`config.mk`:
```
export PLATFORM = sky130hd
export DESIGN_NAME = systolic_matmul_flat
export DESIGN_NICKNAME = d
export VERILOG_FILES = /design/src/rtl/systolic_matmul_if.sv /design/src/rtl/systolic_matmul.sv /design/src/flat_wrapper.sv
export SDC_FILE = /design/constraint.sdc
export NUM_CORES = 2
export LEC_CHECK = 0
export ABC_CLOCK_PERIOD_IN_PS = 11100
export BUFFER_PORTS_ARGS = -buffer_cell sky130_fd_sc_hd__buf_2
export CAP_MARGIN = 20
export CORE_MARGIN = 5
export CORE_UTILIZATION = 50
export DETAILED_ROUTE_END_ITERATION = 6
export PLACE_DENSITY = 0.71
export SETUP_SLACK_MARGIN = 0.5
export SYNTH_ARGS = -nofsm -noshare
export SYNTH_HDL_FRONTEND = slang
export SYNTH_SLANG_ARGS = --single-unit
```
`constraint.sdc`:
```
create_clock -name clk -period 11.1 [get_ports clk]
set_input_delay 2.22 -clock clk [delete_from_list [all_inputs] [get_ports clk]]
set_output_delay 2.22 -clock clk [all_outputs]
set_load 0.01 [all_outputs]
```
`src/rtl/systolic_matmul_if.sv`:
```
// Handshake and operand/result bus for the NxN systolic matrix multiplier.
interface systolic_matmul_if #(
  parameter int unsigned N  = 3,
  parameter int unsigned DW = 8,
  parameter int unsigned AW = 2*DW + $clog2(N)
);
  logic              start;
  logic              accumulate;
  logic [N*N*DW-1:0] a_flat;
  logic [N*N*DW-1:0] b_flat;
  logic              busy;
  logic              done;
  logic [N*N*AW-1:0] c_flat;

  modport master (
    output start, accumulate, a_flat, b_flat,
    input  busy, done, c_flat
  );

  modport slave (
    input  start, accumulate, a_flat, b_flat,
    output busy, done, c_flat
  );
endinterface

```
`src/rtl/systolic_matmul.sv`:
```
// Output-stationary NxN systolic multiplier: C = A*B or C += A*B, with
// skewed operand feed, registered MAC grid and a start/busy/done handshake.
module systolic_matmul #(
  parameter int unsigned N      = 3,
  parameter int unsigned DW     = 8,
  parameter int unsigned SIGNED = 0,
  parameter int unsigned AW     = 2*DW + $clog2(N)
) (
  input logic               clk,
  input logic               reset,
  systolic_matmul_if.slave  bus
);
  localparam int unsigned LAST = 3*N - 1;
  localparam int unsigned CW   = $clog2(3*N);

  typedef enum logic {IDLE, RUN} state_t;
  state_t state, state_nxt;

  logic [CW-1:0]     cnt;
  logic [N*N*DW-1:0] a_q, b_q;
  logic [N*N*AW-1:0] acc_flat, c_q;
  logic              done_q;
  logic              busy_c, accept, finish, clr;
  logic [DW-1:0]     west  [N];
  logic [DW-1:0]     north [N];

  always_ff @(posedge clk or negedge reset) begin
    if (!reset) state <= IDLE;
    else        state <= state_nxt;
  end

  always_comb begin
    state_nxt = state;
    case (state)
      IDLE:    if (bus.start) state_nxt = RUN;
      RUN:     if (cnt == CW'(LAST)) state_nxt = IDLE;
      default: state_nxt = IDLE;
    endcase
  end

  always_comb begin
    busy_c = (state == RUN);
    accept = (state == IDLE) && bus.start;
    finish = (state == RUN) && (cnt == CW'(LAST));
    clr    = accept && !bus.accumulate;
  end

  always_ff @(posedge clk or negedge reset) begin
    if (!reset) begin
      cnt    <= '0;
      a_q    <= '0;
      b_q    <= '0;
      c_q    <= '0;
      done_q <= 1'b0;
    end else begin
      done_q <= finish;
      if (accept) begin
        a_q <= bus.a_flat;
        b_q <= bus.b_flat;
        cnt <= '0;
      end else if (busy_c) begin
        cnt <= cnt + 1'b1;
      end
      if (finish) c_q <= acc_flat;
    end
  end

  // Skew: row i sees A(i,k-i), column j sees B(k-j,j); zero outside the window
  always_comb begin
    for (int unsigned i = 0; i < N; i++) begin
      west[i]  = '0;
      north[i] = '0;
    end
    if (busy_c) begin
      for (int unsigned i = 0; i < N; i++) begin
        for (int unsigned m = 0; m < N; m++) begin
          if (32'(cnt) == i + m) begin
            west[i]  = a_q[(i*N+m)*DW +: DW];
            north[i] = b_q[(m*N+i)*DW +: DW];
          end
        end
      end
    end
  end

  for (genvar i = 0; i < N; i++) begin : g_row
    for (genvar j = 0; j < N; j++) begin : g_col
      logic [DW-1:0] a_in, b_in;
      logic [AW-1:0] prod_ext;
      logic [AW-1:0] acc;

      if (j == 0) begin : g_wi
        assign a_in = west[i];
      end else begin : g_ai
        assign a_in = g_row[i].g_col[j-1].g_ea.a_out;
      end

      if (i == 0) begin : g_ni
        assign b_in = north[j];
      end else begin : g_bi
        assign b_in = g_row[i-1].g_col[j].g_sb.b_out;
      end

      // Edge PEs have no consumer for their forwarded operand, so no register
      if (j < N-1) begin : g_ea
        logic [DW-1:0] a_out;
        always_ff @(posedge clk or negedge reset) begin
          if (!reset) a_out <= '0;
          else        a_out <= a_in;
        end
      end

      if (i < N-1) begin : g_sb
        logic [DW-1:0] b_out;
        always_ff @(posedge clk or negedge reset) begin
          if (!reset) b_out <= '0;
          else        b_out <= b_in;
        end
      end

      if (SIGNED != 0) begin : g_sp
        logic signed [2*DW-1:0] p;
        assign p        = $signed(a_in) * $signed(b_in);
        assign prod_ext = AW'(p);
      end else begin : g_up
        logic [2*DW-1:0] p;
        assign p        = a_in * b_in;
        assign prod_ext = AW'(p);
      end

      always_ff @(posedge clk or negedge reset) begin
        if (!reset) acc <= '0;
        else        acc <= (clr ? '0 : acc) + prod_ext;
      end

      assign acc_flat[(i*N+j)*AW +: AW] = acc;
    end
  end

  assign bus.busy   = busy_c;
  assign bus.done   = done_q;
  assign bus.c_flat = c_q;
endmodule

```
`src/flat_wrapper.sv`:
```
// flat-port wrapper written by rule: the top's interface ports become plain ports
module systolic_matmul_flat 
#(
  parameter int unsigned N      = 3,
  parameter int unsigned DW     = 8,
  parameter int unsigned SIGNED = 0,
  parameter int unsigned AW     = 2*DW + $clog2(N)
)
  (clk, reset, bus_start, bus_accumulate, bus_a_flat, bus_b_flat, bus_busy, bus_done, bus_c_flat);
  systolic_matmul_if #(.N(N), .DW(DW), .AW(AW)) bus_i ();
  input logic clk;
  input logic reset;
  input wire logic [$bits(bus_i.start)-1:0] bus_start;
  input wire logic [$bits(bus_i.accumulate)-1:0] bus_accumulate;
  input wire logic [$bits(bus_i.a_flat)-1:0] bus_a_flat;
  input wire logic [$bits(bus_i.b_flat)-1:0] bus_b_flat;
  output wire logic [$bits(bus_i.busy)-1:0] bus_busy;
  output wire logic [$bits(bus_i.done)-1:0] bus_done;
  output wire logic [$bits(bus_i.c_flat)-1:0] bus_c_flat;
  assign bus_i.start = bus_start;
  assign bus_i.accumulate = bus_accumulate;
  assign bus_i.a_flat = bus_a_flat;
  assign bus_i.b_flat = bus_b_flat;
  assign bus_busy = bus_i.busy;
  assign bus_done = bus_i.done;
  assign bus_c_flat = bus_i.c_flat;
  systolic_matmul #(.N(N), .DW(DW), .SIGNED(SIGNED), .AW(AW)) u_core (.clk(clk), .reset(reset), .bus(bus_i));
endmodule
```
# Yosys cells after proc, flatten, opt, wreduce, memory -nomap -nowiden
# Index checks and enable logic that the tools add are counted.
# word_totals
input_bits	148
elab_cells	92
reg_bits	570
output_inout_bits	164
# op_classes
n_reduce_logical	6
multipliers	9
bitwise	1
n_addsub	10
n_eq_ne	5
n_mux	34
# op_table
op	count
$add 18x16->18	9
$mux 18	9
$mul 8x8->16	9
$mux 8	18
$mux 24	2
$eq 4x2->1 const B	2
$mux 4	2
$add 4x1->4 const B	1
$eq 4x1->1 const B	1
$eq 4x3->1 const B	1
$eq 4x4->1 const B	1
$logic_not 4->1	1
$logic_and 1x1->1	3
$mux 1	2
$pmux 1 s2	1
$reduce_bool 2->1	1
$logic_not 1->1	1
$not 1->1	1

# Logic depth before layout (Yosys ltp)
# logic_depth
ltp_word	7
depth_mapped	26
mapped_depth_nobuf	24

# Worst setup path before layout
# OpenSTA, ideal clock, no wires.
# synth_timing
path_kind	input-to-reg
start	input port bus_accumulate
end	register u_core.g_row[2].g_col[2].acc[14]
setup_time_ns	0.080
slack_ns	4.154
t_required_ns	11.020
arrival_time_ns	6.866
n_path_buf	3
stages	19
path_cell_list	or3b_1 > buf_6 > clkbuf_1 > clkbuf_1 > and2_1 > fa_1 > inv_1 > fa_1 > inv_1 > fa_1 > inv_1 > fa_1 > inv_1 > ha_1 > o21a_1 > a2111oi_2 > o21bai_1 > o31ai_1 > xnor2_1
# synth_via
elab_chain_cells	4
# synth_rtl
item	line	rtl
start, declared	flat_wrapper.sv:14	input wire logic [$bits(bus_i.accumulate)-1:0] bus_accumulate;
$logic_not 1->1	systolic_matmul.sv:45	clr = accept && !bus.accumulate;
$logic_and 1x1->1	systolic_matmul.sv:45	
$mux 18	systolic_matmul.sv:133	else acc <= (clr ? '0 : acc) + prod_ext;
$add 18x16->18	systolic_matmul.sv:133	
end signal, assigned	systolic_matmul.sv:133	
end, declared	systolic_matmul.sv:90	logic [AW-1:0] acc;
# No other way between the ends.
# A chain may end at the register's enable or synchronous reset.

# Final worst setup path
# layout_timing
start	register u_core.cnt[0]
end	register u_core.g_row[0].g_col[2].acc[17]
# layout_via
elab_chain_cells	7
word_cells_on_any_way	9
cone_classes	1 x add/sub; 1 x mul; 3 x eq/ne; 4 x mux
# layout_rtl
item	line	rtl
start, declared	systolic_matmul.sv:19	logic [CW-1:0] cnt;
start signal, assigned	systolic_matmul.sv:62	cnt <= cnt + 1'b1;
$eq 4x2->1	systolic_matmul.sv:77	if (32'(cnt) == i + m) begin
$mux 8 (2 in series)	systolic_matmul.sv:77	
$mux 8 *	systolic_matmul.sv:77	
$mux 24 *	systolic_matmul.sv:74	if (busy_c) begin
$mul 8x8->16 *	systolic_matmul.sv:127	assign p = a_in * b_in;
$add 18x16->18 *	systolic_matmul.sv:133	
end signal, assigned	systolic_matmul.sv:133	
end, declared	systolic_matmul.sv:90	
# Every way passes the cells marked *; elsewhere a longest branch is shown, timed or not.

==> results.md <==
- Top_reg_cell synth: dfrtp_1
- Max Slew Vio Count: 0
- Number of placement rows: 108
- # IOs: around 310
- Number of different library cells in the post-synthesis netlist: 65
- Number of synthesized register bits: 570
- Count of fill cells added during filler insertion: 7698
- Achievable frequency: 0.136 GHz
- Fin Setup TNS: 0 ns
- Post-DRT Antenna Nets: 0
- First drt pass iteration count: 5
- Maximum number of pins on one net before global-route repair: around 160
- Initial antenna violation count: 7
- Max-Slew Margin vs Limit: around a quarter
- Die area: 92900 sq um
- Number of instances on the worst hold path: 2
- Worst Hold Launch: u_core.g_row[2].g_col[2].acc[0]$_DFF_PN0_
- H-tree level count: 3
- Via-to-Cell Ratio: 5.22
- Setup slack, reg-to-reg: 3.73 ns
- Start-to-end type of the worst setup path: flop to flop
- Hold crit path type: flop to flop
- Utilization of the core after routing: around 56%
- Non-filler instance count after layout: 5960
- Total power per unit cell area: 275 nW/um^2
- Number of input and output port buffers inserted: 311
- Total wire length after detailed routing: 106000 um
- Outcome: finished, final reports clean
- Via count of the first global-routing pass: 33.5k
- Source-to-sink clock delay at the later pin of the worst-skew pair: about 0.63 ns
- Unrepaired setup endpoints after global routing: false
- Worst slew pin tran: approximately 1.1 ns
- Net total in the final layout: 5708
- Reg-to-reg endpoint: u_core.g_row[0].g_col[2].acc[17]$_DFF_PN0_
- WHS Endpoint: u_core.bus.c_flat[144]$_DFFE_PN0P_
- Starting utilization of the core area: 50.2%
- Chip Width: 305 um
- Number of enable flip-flop cells after synthesis: 0
- DR iter-0 viols: 1560
- Drc violations: 0
- Final setup violation count: 0
- CTS-repair resized insts: 0
- Avg Synthesized Cell Area: 9.72 sq um
- Syn Std Cell Area: 43400 sq um
- Synth Instances: 4470
- Crit path time final: 7.37 ns
- Detailed-route via count: 31.1k
- Global placement routability congestion: 0.874
- Endpoint kind of the worst setup timing path: flop
- Leading cell type in the layout, fill and taps excluded: nand2_1
- Post-route total power: 0.0133 W
- Post-DP HPWL: roughly 80000 um
- Worst-case clock skew: 0.0230 ns
- Clk sinks: 570
- Gr ovfl total: 0
- Leakage power of the design: 25.7 nW
- Vertical die dimension: 305 um
- Overall Global Routing Usage: 23.2%
- Most frequent cells in the layout: nand2_1 (892), inv_1 (737), dfrtp_1 (569), fa_1 (450), ha_1 (363)
- Cell accounting for the most synthesized area: dfrtp_1
- WL per Instance: 17.7 um
- Worst hold slack after final layout: 0.459 ns
- Area share of the largest cell type after synthesis: 32.8%
- Worst-case reg-to-reg path depth: 22
- Number of violations of the max-capacitance limit: 0
- Sequential element share of the synthesized area: about a third
- DP Cell Count: 5830
- Core Region: 86500 sq um
- Hold Vio Cnt, Final: 0
- Proportion of synthesized flip-flops having asynchronous set or reset: 100%
- Post-synthesis net count: 5432
- Area growth syn-to-layout: 11.5%
- Crit Path Max Fanout: 25
- Clock tree from TritonCTS: done
- Clock-pin slew on the worst setup and hold paths: 0.06 ns
- CTS buffer count: between 60 and 70
- Crit start category: flop
- Synth area leaders: dfrtp_1 (33%), fa_1 (21%), ha_1 (10%)
- Cts-stage hold buffer count: 0
- Layout cell share with drive strength beyond 1: about an eighth
- Maximum clock path buffer count: 3
- Signal arrival time at the worst endpoint: 7.87 ns
- First-pass GRT wire length: ~180000 um
- Ys Warns: 0
- Part of the cycle the worst path needs: 66.4%
- Required time of the worst setup path: 11.60 ns
- Beginning of the worst register-to-register path: u_core.cnt[0]$_DFFE_PN0P_
- Maximum vdd ir drop: 164 uV
- CTS root buf: clkbuf_16
- # Post-CTS Setup Buffers: 0
==> report_power, final <==
group | total, W | switching, W | internal (W)
registers | 0.00402 | 0.000950 | 0.00307
clock network | 0.00229 | 0.000946 | 0.00135
logic | 0.00699 | 0.00410 | 0.00289
total | 0.0133 | 0.00600 | 0.00731
==> flip-flops by register name, summed over array words and instances (netlist names) <==
name,cells
u_core.g_row.g_col.g_ea.a_out,48
u_core.bus.done,1
u_core.bus.c_flat,162
u_core.g_row.g_col.g_sb.b_out,48
u_core.g_row.g_col.acc,162
u_core.a_q,72
u_core.cnt,4
u_core.bus.busy,1
u_core.b_q,72
==> layer usage <==
metal / share of wire [%] / routed length [um] / track usage [%] / vias up
met5: 0 / 0 / 0 / -
met4: 4.1 / 4290 / 8.96 / 0
met3: 4.7 / 4980 / 3.74 / 208
met2: 49 / 51400 / 39.3 / 661
met1: 43 / 44900 / 30.1 / 15700
li1: - / - / - / 14500
==> layout make-up <==
cell class	instances	area, sq um	area share, %
multi-input cells	3032	25900	53.4
flip-flops and latches	570	14300	29.4
clock buffers	91	1880	3.87
inverters	742	2790	5.76
repair buffers	333	1760	3.64
diodes	5	12.5	0.0258
clock inverters	32	412	0.850
well taps	1155	1450	2.98
==> worst max-delay path, cell delays in order, from the launching register on <==
cell	delay (ns)
dfrtp_1	0.43
inv_1	0.11
ha_1	0.76
nand2_1	0.65
nor2_1	0.22
buf_4	0.25
a22oi_1	0.14
nor2b_1	0.63
nand2_1	0.19
fa_1	0.54
inv_1	0.05
fa_1	0.50
inv_1	0.05
fa_1	0.48
fa_1	0.49
inv_1	0.04
ha_1	0.34
o21a_1	0.13
o31a_1	0.18
nor4_1	0.08
o31ai_1	0.62
and4_1	0.28
nor3_1	0.05
==> per-stage QoR <==
| stage | instance area, sq um | worst slack [ns] |
|---|---|---|
| global placement | 46100 | 3.68 |
| CTS | 48400 | 3.71 |
| global route | 48500 | 3.19 |
| detailed placement | 46100 | 3.54 |
| finish | 48500 | 3.73 |
| floorplan | 43400 | 4.15 |
==> kinds of logic (layout without fill, tap and decap cells) <==
kind of cell    count (synthesis)  in the layout  synth area share [%]
simple gates                 1583           1583                  16.8
buf+inv                       868           1198                  7.60
fa+ha+maj                     814            814                  31.2
flops                         570            570                  32.8
compound gates                385            385                  5.70
mux                           146            146                  3.78
xor+xnor                      104            104                  2.10
other cells                     0              5                     0
==> Yosys cell counts, types with 5 or more instances <==
cell type  instances
nand2_1          892
inv_1            737
dfrtp_1          570
fa_1             450
ha_1             364
and2_1           335
nor2_1           160
mux2_2           145
a21oi_1          103
clkbuf_1          87
xnor2_1           83
o21ai_0           82
and3_1            64
buf_2             30
a21o_1            29
nor2b_1           27
xor2_1            21
nor3_1            20
o21a_1            20
nand3_1           19
a211oi_1          17
o221ai_1          16
a22oi_1           14
o21bai_1          14
nand2b_1          13
a22o_1            12
nand3b_1          10
a31oi_1            9
nand4_1            9
o21ai_1            9
o31ai_1            9
buf_1              8
a21boi_0           7
and4_1             6
o211ai_1           6
or3_1              6
inv_2              5
nor4_1             5
o22ai_1            5
o31a_1             5
o41ai_1            5
or4_1              5
==> how the worst max path moves through the flow <==
stage / start / endpoint / slack, ns / cells past startpoint
floorplan: bus_accumulate / u_core.g_row[2].g_col[2].acc[14]$_DFF_PN0_ / 4.15 / 19
global placement: bus_start / u_core.g_row[0].g_col[2].acc[17]$_DFF_PN0_ / 3.68 / 18
detailed placement: bus_start / u_core.g_row[0].g_col[2].acc[17]$_DFF_PN0_ / 3.54 / 18
CTS: u_core.cnt[0]$_DFFE_PN0P_ / u_core.g_row[0].g_col[2].acc[17]$_DFF_PN0_ / 3.71 / 22
global route: u_core.cnt[0]$_DFFE_PN0P_ / u_core.g_row[0].g_col[2].acc[17]$_DFF_PN0_ / 3.19 / 22
finish: u_core.cnt[0]$_DFFE_PN0P_ / u_core.g_row[0].g_col[2].acc[17]$_DFF_PN0_ / 3.73 / 22
No activity file was read; power rests on OpenSTA's default activity.
